## config.mk

```make
export PLATFORM = sky130hd
export DESIGN_NAME = vga_sync_gen
export DESIGN_NICKNAME = d
export VERILOG_FILES = /design/src/rtl/vga_timing_pkg.sv /design/src/rtl/vga_delay_line.sv /design/src/rtl/vga_sync_gen.sv
export SDC_FILE = /design/constraint.sdc
export NUM_CORES = 1
export LEC_CHECK = 0
export ABC_AREA = 1
export CORE_ASPECT_RATIO = 1.75
export CORE_UTILIZATION = 45
export CTS_BUF_LIST = sky130_fd_sc_hd__clkbuf_16
export DETAILED_ROUTE_END_ITERATION = 7
export PLACE_DENSITY_LB_ADDON = 0.08
export REMOVE_ABC_BUFFERS = 1
export SLEW_MARGIN = 5
export SYNTH_ARGS = -nofsm -noshare
export SYNTH_HDL_FRONTEND = slang
export SYNTH_SLANG_ARGS = --single-unit
```

## constraint.sdc

```tcl
create_clock -name VGA_CLK -period 2.16 [get_ports VGA_CLK]
set_clock_uncertainty 0.1 [all_clocks]
set_input_delay 0.216 -clock VGA_CLK [delete_from_list [all_inputs] [get_ports VGA_CLK]]
set_output_delay 0.216 -clock VGA_CLK [all_outputs]
set_load 0.02 [all_outputs]
```

## src/rtl/vga_timing_pkg.sv

```systemverilog
// Shared raster constants for the VGA pipeline: default 640x480@60 mode,
// derived totals and sync windows, and the RGB332 pixel layout that
// vga_data_in packs its colour bytes with.
package vga_timing_pkg;

    // Raster counters are 10 bits, so a mode may span at most 1024 clocks/lines.
    localparam int CNT_W     = 10;
    localparam int MAX_TOTAL = 1 << CNT_W;

    // Default mode: 640x480@60 on a 25 MHz pixel clock.
    localparam int DEF_H_ACTIVE = 640;
    localparam int DEF_H_FP     = 16;
    localparam int DEF_H_SYNC   = 96;
    localparam int DEF_H_BP     = 48;
    localparam int DEF_V_ACTIVE = 480;
    localparam int DEF_V_FP     = 10;
    localparam int DEF_V_SYNC   = 2;
    localparam int DEF_V_BP     = 33;

    localparam int DEF_H_TOTAL = DEF_H_ACTIVE + DEF_H_FP + DEF_H_SYNC + DEF_H_BP;
    localparam int DEF_V_TOTAL = DEF_V_ACTIVE + DEF_V_FP + DEF_V_SYNC + DEF_V_BP;

    // Sync windows are inclusive: [start, end].
    localparam int DEF_H_SYNC_START = DEF_H_ACTIVE + DEF_H_FP;
    localparam int DEF_H_SYNC_END   = DEF_H_SYNC_START + DEF_H_SYNC - 1;
    localparam int DEF_V_SYNC_START = DEF_V_ACTIVE + DEF_V_FP;
    localparam int DEF_V_SYNC_END   = DEF_V_SYNC_START + DEF_V_SYNC - 1;

    // RGB332 byte layout shared with vga_data_in.
    localparam int RGB_R_MSB = 7;
    localparam int RGB_R_LSB = 5;
    localparam int RGB_G_MSB = 4;
    localparam int RGB_G_LSB = 2;
    localparam int RGB_B_MSB = 1;
    localparam int RGB_B_LSB = 0;

    typedef struct packed {
        logic [2:0] r;
        logic [2:0] g;
        logic [1:0] b;
    } rgb332_t;

    // Inclusive window test on a raster counter.
    function automatic logic in_window(input logic [CNT_W-1:0] cnt,
                                       input logic [CNT_W-1:0] lo,
                                       input logic [CNT_W-1:0] hi);
        return (cnt >= lo) && (cnt <= hi);
    endfunction

endpackage

```

## src/rtl/vga_delay_line.sv

```systemverilog
// Enable-gated shift register that delays the sync pair so it lines up
// with the pixel source's registered colour output. DEPTH=0 is a wire.
module vga_delay_line #(
    parameter int               WIDTH     = 1,
    parameter int               DEPTH     = 1,
    parameter logic [WIDTH-1:0] RESET_VAL = '0
) (
    input  logic             clk,
    input  logic             rst,
    input  logic             en,
    input  logic [WIDTH-1:0] d,
    output logic [WIDTH-1:0] q
);

    if (DEPTH == 0) begin : g_bypass
        assign q = d;
    end else begin : g_shift
        logic [DEPTH-1:0][WIDTH-1:0] stage;

        // Shift one stage per enabled clock; the whole chain holds while en=0.
        always_ff @(posedge clk or posedge rst) begin
            if (rst) begin
                // NOTE: each stage is a real flop in a short chain, not RAM, so all of
                // them are reset; otherwise a stale sync level would leak out after reset.
                for (int i = 0; i < DEPTH; i++) stage[i] <= RESET_VAL;
            end else if (en) begin
                // NOTE: non-blocking assignment makes every stage read its neighbour's
                // old value, which is what makes this a shift rather than a single copy.
                stage[0] <= d;
                for (int i = 1; i < DEPTH; i++) stage[i] <= stage[i-1];
            end
        end

        assign q = stage[DEPTH-1];
    end

endmodule

```

## src/rtl/vga_sync_gen.sv

```systemverilog
// Raster timing generator: horizontal/vertical counters, the registered
// pixel-coordinate interface (X, Y, valid, line/frame pulses) and sync
// outputs delayed to match the pixel source latency.
module vga_sync_gen
    import vga_timing_pkg::*;
#(
    parameter int   H_ACTIVE = DEF_H_ACTIVE,
    parameter int   H_FP     = DEF_H_FP,
    parameter int   H_SYNC   = DEF_H_SYNC,
    parameter int   H_BP     = DEF_H_BP,
    parameter int   V_ACTIVE = DEF_V_ACTIVE,
    parameter int   V_FP     = DEF_V_FP,
    parameter int   V_SYNC   = DEF_V_SYNC,
    parameter int   V_BP     = DEF_V_BP,
    parameter logic SYNC_POL = 1'b0,
    parameter int   LATENCY  = 1
) (
    input  logic             VGA_CLK,
    input  logic             RST_N,      // active-high despite the name
    input  logic             EN,
    output logic [CNT_W-1:0] X,
    output logic [CNT_W-1:0] Y,
    output logic             valid,
    output logic             line_start,
    output logic             frame_start,
    output logic             VGA_HS,
    output logic             VGA_VS
);

    localparam int H_TOTAL = H_ACTIVE + H_FP + H_SYNC + H_BP;
    localparam int V_TOTAL = V_ACTIVE + V_FP + V_SYNC + V_BP;

    // Reject modes the 10-bit counters cannot represent, and unsupported delays.
    if (H_TOTAL > MAX_TOTAL || V_TOTAL > MAX_TOTAL) begin : g_bad_total
        $error("vga_sync_gen: H_TOTAL/V_TOTAL exceed counter range");
    end
    if (LATENCY < 0 || LATENCY > 4) begin : g_bad_latency
        $error("vga_sync_gen: LATENCY must be 0..4");
    end

    localparam logic [CNT_W-1:0] H_LAST  = CNT_W'(H_TOTAL - 1);
    localparam logic [CNT_W-1:0] V_LAST  = CNT_W'(V_TOTAL - 1);
    localparam logic [CNT_W-1:0] H_VIS   = CNT_W'(H_ACTIVE);
    localparam logic [CNT_W-1:0] V_VIS   = CNT_W'(V_ACTIVE);
    localparam logic [CNT_W-1:0] H_SS    = CNT_W'(H_ACTIVE + H_FP);
    localparam logic [CNT_W-1:0] H_SE    = CNT_W'(H_ACTIVE + H_FP + H_SYNC - 1);
    localparam logic [CNT_W-1:0] V_SS    = CNT_W'(V_ACTIVE + V_FP);
    localparam logic [CNT_W-1:0] V_SE    = CNT_W'(V_ACTIVE + V_FP + V_SYNC - 1);

    logic [CNT_W-1:0] hcnt;
    logic [CNT_W-1:0] vcnt;
    logic             visible;
    logic             hs_raw;
    logic             vs_raw;
    logic             hs_q;
    logic             vs_q;

    assign visible = (hcnt < H_VIS) && (vcnt < V_VIS);
    assign hs_raw  = in_window(hcnt, H_SS, H_SE);
    assign vs_raw  = in_window(vcnt, V_SS, V_SE);

    // Raster position: hcnt wraps every line, vcnt steps on each hcnt wrap.
    always_ff @(posedge VGA_CLK or posedge RST_N) begin
        if (RST_N) begin
            hcnt <= '0;
            vcnt <= '0;
        end else if (EN) begin
            if (hcnt == H_LAST) begin
                hcnt <= '0;
                vcnt <= (vcnt == V_LAST) ? '0 : vcnt + 1'b1;
            end else begin
                hcnt <= hcnt + 1'b1;
            end
        end
    end

    // Register the coordinate interface and raw sync one cycle behind the counters.
    always_ff @(posedge VGA_CLK or posedge RST_N) begin
        if (RST_N) begin
            X           <= '0;
            Y           <= '0;
            valid       <= 1'b0;
            line_start  <= 1'b0;
            frame_start <= 1'b0;
            hs_q        <= ~SYNC_POL;
            vs_q        <= ~SYNC_POL;
        end else if (EN) begin
            X           <= visible ? hcnt : '0;
            Y           <= visible ? vcnt : '0;
            valid       <= visible;
            line_start  <= visible && (hcnt == '0);
            frame_start <= visible && (hcnt == '0) && (vcnt == '0);
            hs_q        <= hs_raw ? SYNC_POL : ~SYNC_POL;
            vs_q        <= vs_raw ? SYNC_POL : ~SYNC_POL;
        end
    end

    vga_delay_line #(
        .WIDTH     (2),
        .DEPTH     (LATENCY),
        .RESET_VAL ({2{~SYNC_POL}})
    ) u_sync_dly (
        .clk (VGA_CLK),
        .rst (RST_N),
        .en  (EN),
        .d   ({hs_q, vs_q}),
        .q   ({VGA_HS, VGA_VS})
    );

endmodule

```

==> qor.csv, run 1 <==
stage;metric;value;unit
floorplan;row_count;34;
grt;grt_pass1_vias;1830;
power;p_switching;0.000893;W
grt;grt-ovfl-total;0;
cells_and_area;final_area;0.00276;mm²
synth;avgSynthCellArea;8.37;µm²
hold_path;holdCritPathClass;input port to async pin;
sta;rsz0062_at_grt;false;
clock_network;clockBufferDepth;2;
synth;synth_simple_gate_area_share;0.273;
setup_path;critPathKind;register to output port;
power;combPwrFrac;0.269;
sta;max_freq;581;MHz
route;drtIter0Drc;75;
synth;synth_compound_area_frac;0.0895;
floorplan;die_w;56.0;µm
cells_and_area;regArea;0.00118;mm²
setup_path;rrSetupSlack;0.48;ns
cells_and_area;n_fill_cell;488;
cells_and_area;multi_input_area;933;µm²
grt;grt_usage;0.202;
setup_path;worst-path-buf-inv;1;
run;maxCapViolCount;0;
clock_network;clock-sinks;47;
synth;synth_edf_count;0;
sta;slew_violations;0;
synth;ys_seq_area_frac;0.515;
synth;synth_top_family_by_area;simple AND/OR/NAND/NOR gates;
route;vias_per_cell;5.17;
clock_network;cts_resized;0;
cells_and_area;syn_to_final_growth;20.2;%
power;switching_share;0.337;
clock_network;h-tree-depth;2;
placed_design;dp_hpwl;3830;µm
clock_network;post_cts_buffers;0;
setup_path;end_kind;output port;
setup_path;reg2reg_from;hcnt[0];
floorplan;fp.coreArea;0.00493;mm²
route;drtAntennaViolNets;0;
clock_network;ctsRootBufferMaster;clkbuf_16;
placed_design;portBuffers;27;
power;intPower;0.00176;W
setup_path;crit_start;u_sync_dly.q[0];
synth;synthMuxAreaShare;0;
setup_path;start_kind;register;
grt;grt_pass1_wl;8320;µm
sta;tightest_slew;0.431;ns
power;p_per_area;961;mW/mm²
grt;antenna_found_initial;0;
floorplan;die_h;96.4;µm
sta;hold_viol_final;0;
setup_path;path_delay_family;buffers and inverters;
synth;syn_inst;274;
synth;synth-seq-cells;47;
sta;period_needed;1.72;ns
cells_and_area;nNetsFinal;312;
clock_network;path_clk_slew;0.06;ns
floorplan;start_util;0.465;
power;power.leakage;1.25;nW
setup_path;arrival;1.41;ns
synth;synth_cell_types;28;
synth;synthArstFlopShare;1.00;
floorplan;io_pins;28;
route;wl_per_cell;14.2;µm
setup_path;cp.required;1.84;ns
outcome;outcome;complete, no violations;
sta;fin_crit_sh;0.797;
grt;grt_max_degree;31;
placed_design;placed_area;0.00262;mm²
placed_design;gp_congestion;0.902;
clock_network;clk_latency;0.29;ns
setup_path;max_stage_delay;0.60;ns
route;routed_wl;5130;µm
setup_path;crit_slowest_cell;clkdlybuf4s50_1;
floorplan;die_area;0.00539;mm²
power;power_frac_clock;0.280;
setup_path;crit_fanout;2;
power;ir_drop;0.654;mV
setup_path;critical_path.cell_chain;clkdlybuf4s50_1;
synth;synth_ff_type;dfrtp_1;
clock_network;cts_made_buffers;5;
sta;slew_headroom;0.712;
synth;synth-warning-count;0;
synth;synth_area;0.00229;mm²
synth;synth_xor_area_frac;0.0229;
power;seqPwrFrac;0.450;
cells_and_area;drive_above_1_share;0.111;
route;drtPass1Iterations;6;
clock_network;cts_tree;yes;
sta;setup_viol;0;
sta;final.setup.tns;0;ns
route;drc_errors;0;
cells_and_area;antenna_cells;0;
clock_network;cts_hold_buf;0;
route;vias;1861;
synth;synthAdderAreaFrac;0.0218;
-- worst paths after layout --
check,endpoint,depth (start not counted)
min in group VGA_CLK,u_sync_dly.q[1],2
setup / recovery,VGA_VS,1
hold / removal,Y[1],2
setup reg to reg,vcnt[3],7
hold reg to reg,u_sync_dly.q[1],2
max in group asynchronous,u_sync_dly.q[1],3
-- Yosys cell counts, types with 3 or more instances --
| cell | n | share of area |
|---|---|---|
| a21oi_1 | 3 | 0.0065 |
| buf_6 | 4 | 0.020 |
| dfrtp_1 | 43 | 0.47 |
| dfstp_2 | 4 | 0.046 |
| ha_1 | 4 | 0.022 |
| inv_1 | 24 | 0.039 |
| inv_2 | 3 | 0.0049 |
| nand2_1 | 75 | 0.12 |
| nand3_1 | 24 | 0.052 |
| nand4_1 | 6 | 0.016 |
| nor2_1 | 21 | 0.034 |
| nor3_1 | 8 | 0.017 |
| o21ai_0 | 21 | 0.046 |
| o21ai_1 | 10 | 0.022 |
| o21ai_2 | 3 | 0.011 |
| xor2_1 | 6 | 0.023 |
-- per-layer routing --
layer,part of all wire,up-vias,GRT usage
li1,-,948,-
met1,0.40,885,0.211
met2,0.57,19,0.404
met3,0.012,9,0.0293
met4,0.022,0,0.0752
met5,0,-,0
-- cells by family after synthesis --
| logic type | after synthesis |
|---|---|
| compound gates | 38 |
| xor+xnor | 6 |
| buf+inv | 37 |
| simple gates | 142 |
| flops | 47 |
| fa+ha+maj | 4 |
-- metrics by stage --
step	hold WS (ns)	std cells	utilization	total power (W)	worst slack, ns
floorplan	0.182	266	-	0.00161	0.681
global placement	0.349	352	0.530	0.00192	0.351
detailed placement	0.352	352	0.530	0.00193	0.252
CTS	0.163	360	0.558	0.00268	0.429
global route	0.206	360	0.558	0.00279	0.355
finish	0.149	360	0.558	0.00265	0.439
-- layout by cell type, fill, tap and decap left out, types with 5 or more instances in the layout --
master | synthesis | layout
nor3_1 | 8 | 8
o21ai_0 | 21 | 21
o21ai_1 | 10 | 10
nand3_1 | 24 | 24
clkdlybuf4s50_1 | 0 | 27
inv_1 | 24 | 23
dfrtp_1 | 43 | 43
nor2_1 | 21 | 21
clkbuf_16 | 0 | 5
nand2_1 | 75 | 75
nand4_1 | 6 | 6
xor2_1 | 6 | 6
-- power groups by stage --
stage / logic [W] / registers (W) / clock network (W)
floorplan: 0.000325 / 0.00129 / 0
global placement: 0.000714 / 0.00121 / 0
detailed placement: 0.000721 / 0.00121 / 0
CTS: 0.000722 / 0.00120 / 0.000758
global route: 0.000790 / 0.00122 / 0.000782
finish: 0.000714 / 0.00119 / 0.000742
-- flip-flops by register name, indices dropped and copies added (netlist names) --
name,cells
X,10
Y,10
frame_start,1
hcnt,10
hs_q,1
line_start,1
u_sync_dly.q,2
valid,1
vcnt,10
vs_q,1
-- layout make-up --
class | count | area share
Timing Repair Buffer | 32 | 0.116
Clock buffer | 5 | 0.0454
Multi-Input combinational cell | 190 | 0.339
Sequential cell | 47 | 0.429
Inverter | 29 | 0.0409
Clock inverter | 3 | 0.00545
Tap cell | 54 | 0.0245
Note: power is estimated with default switching activity, not from simulation.
==> run 2, diff against run 1 <==
clock period = 1.7 ns   (was 2.16 ns; I/O delays follow)
==> run 2 against run 1 <==
Effect of this change:
- combinational power increased by 31%
- hold slack got worse by 0.077 ns
- register-to-register slack worse by 0.33 ns
- first-iteration DRC count fell by 45%
- die area did not move
- final cell count rose by 2.2%
- critical endpoint unchanged
- highest routed layer unchanged
- final area up 2.1%
- global-route usage grew 0.26 points
- non-clock buffer count grew 8
==> qor.csv, run 2 (synthesized netlist as in run 1, its figures left out) <==
stage;metric;value;unit;change
outcome;outcome;complete, no violations;;
cells_and_area;syn_to_final_growth;22.8;%;
route;drtPass1Iterations;6;;unchanged
clock_network;cts_hold_buf;0;;unchanged
route;routed_wl;5110;µm;-0.25%
route;drtAntennaViolNets;0;;unchanged
grt;grt_usage;0.205;;+0.00264
clock_network;cts_made_buffers;5;;unchanged
cells_and_area;antenna_cells;0;;unchanged
cells_and_area;drive_above_1_share;0.124;;+0.0131
cells_and_area;nNetsFinal;320;;+2.6%
clock_network;clockBufferDepth;2;;unchanged
floorplan;io_pins;28;;unchanged
placed_design;dp_hpwl;3940;µm;+2.9%
sta;tightest_slew;0.410;ns;-0.0216 ns
setup_path;worst-path-buf-inv;1;;unchanged
clock_network;cts_tree;yes;;
setup_path;critPathKind;register to output port;;
grt;antenna_found_initial;0;;unchanged
setup_path;rrSetupSlack;0.15;ns;-0.33 ns
setup_path;ff2ff_path_depth;7;;unchanged
placed_design;dp_slack;-0.00627;ns;-0.259 ns
sta;timing.final.ws_setup;0.0255;ns;-0.413 ns
clock_network;clock-sinks;47;;unchanged
cells_and_area;regArea;0.00118;mm²;unchanged
route;drtIter0Drc;41;;-45%
route;drc_errors;0;;unchanged
setup_path;cp.required;1.43;ns;-0.41 ns
power;ir_drop;0.956;mV;+46%
grt;grt_max_degree;23;;-26%
run;maxCapViolCount;0;;unchanged
setup_path;critical_path.cell_chain;clkdlybuf4s50_1;;
cells_and_area;final_cell_mix;nand2_1 (75), dfrtp_1 (43), clkdlybuf4s50_1 (26), nand3_1 (24), inv_1 (24);;
floorplan;die_h;96.4;µm;unchanged
cells_and_area;final_common_cell;nand2_1;;
sta;hold_viol_final;0;;unchanged
setup_path;crit_fanout;2;;unchanged
grt;grt-ovfl-total;0;;unchanged
cells_and_area;multi_input_area;933;µm²;unchanged
setup_path;max_stage_delay;0.60;ns;about the same
placed_design;gp_congestion;0.889;;-1.5%
floorplan;start_util;0.465;;unchanged
cells_and_area;final_area;0.00281;mm²;+2.1%
route;vias;1890;;+1.6%
setup_path;crit_slowest_cell;clkdlybuf4s50_1;;
floorplan;die_w;56.0;µm;unchanged
sta;rsz0062_at_grt;false;;
setup_path;path_delay_family;buffers and inverters;;
cells_and_area;n_fill_cell;476;;-2.5%
power;power.leakage;1.29;nW;+3.1%
sta;setup_viol;0;;unchanged
setup_path;start_kind;register;;
hold_path;holdCritPathClass;input port to async pin;;
sta;period_needed;1.67;ns;
floorplan;row_count;34;;unchanged
sta;fin_crit_sh;0.985;;
clock_network;clk_latency;0.28;ns;about the same
placed_design;placed_area;0.00267;mm²;+2.0%
power;p_per_area;1190;mW/mm²;+24%
sta;max_freq;597;MHz;
clock_network;ctsRootBufferMaster;clkbuf_16;;
route;vias_per_cell;5.14;;-0.65%
clock_network;path_clk_slew;0.06;ns;about the same
setup_path;arrival;1.40;ns;about the same
setup_path;end_kind;output port;;
sta;slew_violations;0;;unchanged
floorplan;fp.coreArea;0.00493;mm²;unchanged
setup_path;reg2reg_from;hcnt[0];;
grt;grt_pass1_wl;8310;µm;-0.17%
floorplan;die_area;0.00539;mm²;unchanged
clock_network;h-tree-depth;2;;unchanged
route;wl_per_cell;13.9;µm;-2.4%
placed_design;portBuffers;27;;unchanged
sta;slew_headroom;0.726;;+0.0139
grt;grt_pass1_vias;1844;;+0.77%
setup_path;r2r_end;hcnt[5];;
## run 2: cell types whose count changed in the layout (fill, tap and decap cells not counted)
cell	previous run	this run
buf_4	4	12
clkdlybuf4s50_1	27	26
clkinv_1	0	2
clkinv_2	4	1
dlymetal6s2s_1	0	1
inv_1	23	24
## run 2: what timing repair did
action                                  in CTS  in global routing
gates resized for setup                      0                  1
buffers inserted                             0                  1
endpoints found under the setup margin       0                  5
## run 2: how the worst max path moves through the flow
stage                         start          end  cells past startpoint
CTS                 u_sync_dly.q[1]       VGA_HS                      1
global route        u_sync_dly.q[0]       VGA_VS                      1
detailed placement               EN         Y[1]                      5
floorplan                   hcnt[0]      vcnt[0]                      7
finish              u_sync_dly.q[0]       VGA_VS                      1
global placement                 EN  frame_start                      7
## run 2: area by class of cell
cell class / count / share of cell area
Clock buffer: 5 / 0.0445
Timing Repair Buffer: 40 / 0.136
Clock inverter: 3 / 0.00400
Multi-Input combinational cell: 190 / 0.332
Inverter: 29 / 0.0400
Tap cell: 54 / 0.0240
Sequential cell: 47 / 0.420
## run 2: metrics by stage
step | total power, W | hold slack [ns] | utilization | std cells | TNS, ns
2_1_floorplan | 0.00205 | 0.136 | - | 266 | 0
3_3_place_gp | 0.00246 | 0.351 | 0.541 | 359 | 0
3_5_place_dp | 0.00247 | 0.367 | 0.541 | 359 | -0.00627
4_1_cts | 0.00340 | 0.0844 | 0.568 | 367 | 0
5_1_grt | 0.00356 | 0.121 | 0.570 | 368 | 0
6_report | 0.00335 | 0.0717 | 0.570 | 368 | 0
## run 2: worst reg2reg max path, stage by stage (launching register included)
cell	delay, ns
dfrtp_1	0.42
ha_1	0.20
nand3_1	0.10
nor2_1	0.16
nand3_2	0.12
buf_4	0.18
o21ai_0	0.08
a21oi_1	0.06
## run 2: metal layers
metal  up-vias  global-route usage  wire length, µm
met4         0               0.118              184
met5         -                   0                0
met3        13              0.0306              116
met1       890               0.218             2000
li1        959                   -                -
met2        28               0.383             2810
## run 2: report_power, final
| group | internal, W | leakage [nW] | switching [W] |
|---|---|---|---|
| registers | 0.00132 | 0.566 | 0.000177 |
| clock network | 0.000529 | 0.0701 | 0.000387 |
| logic | 0.000391 | 0.658 | 0.000545 |
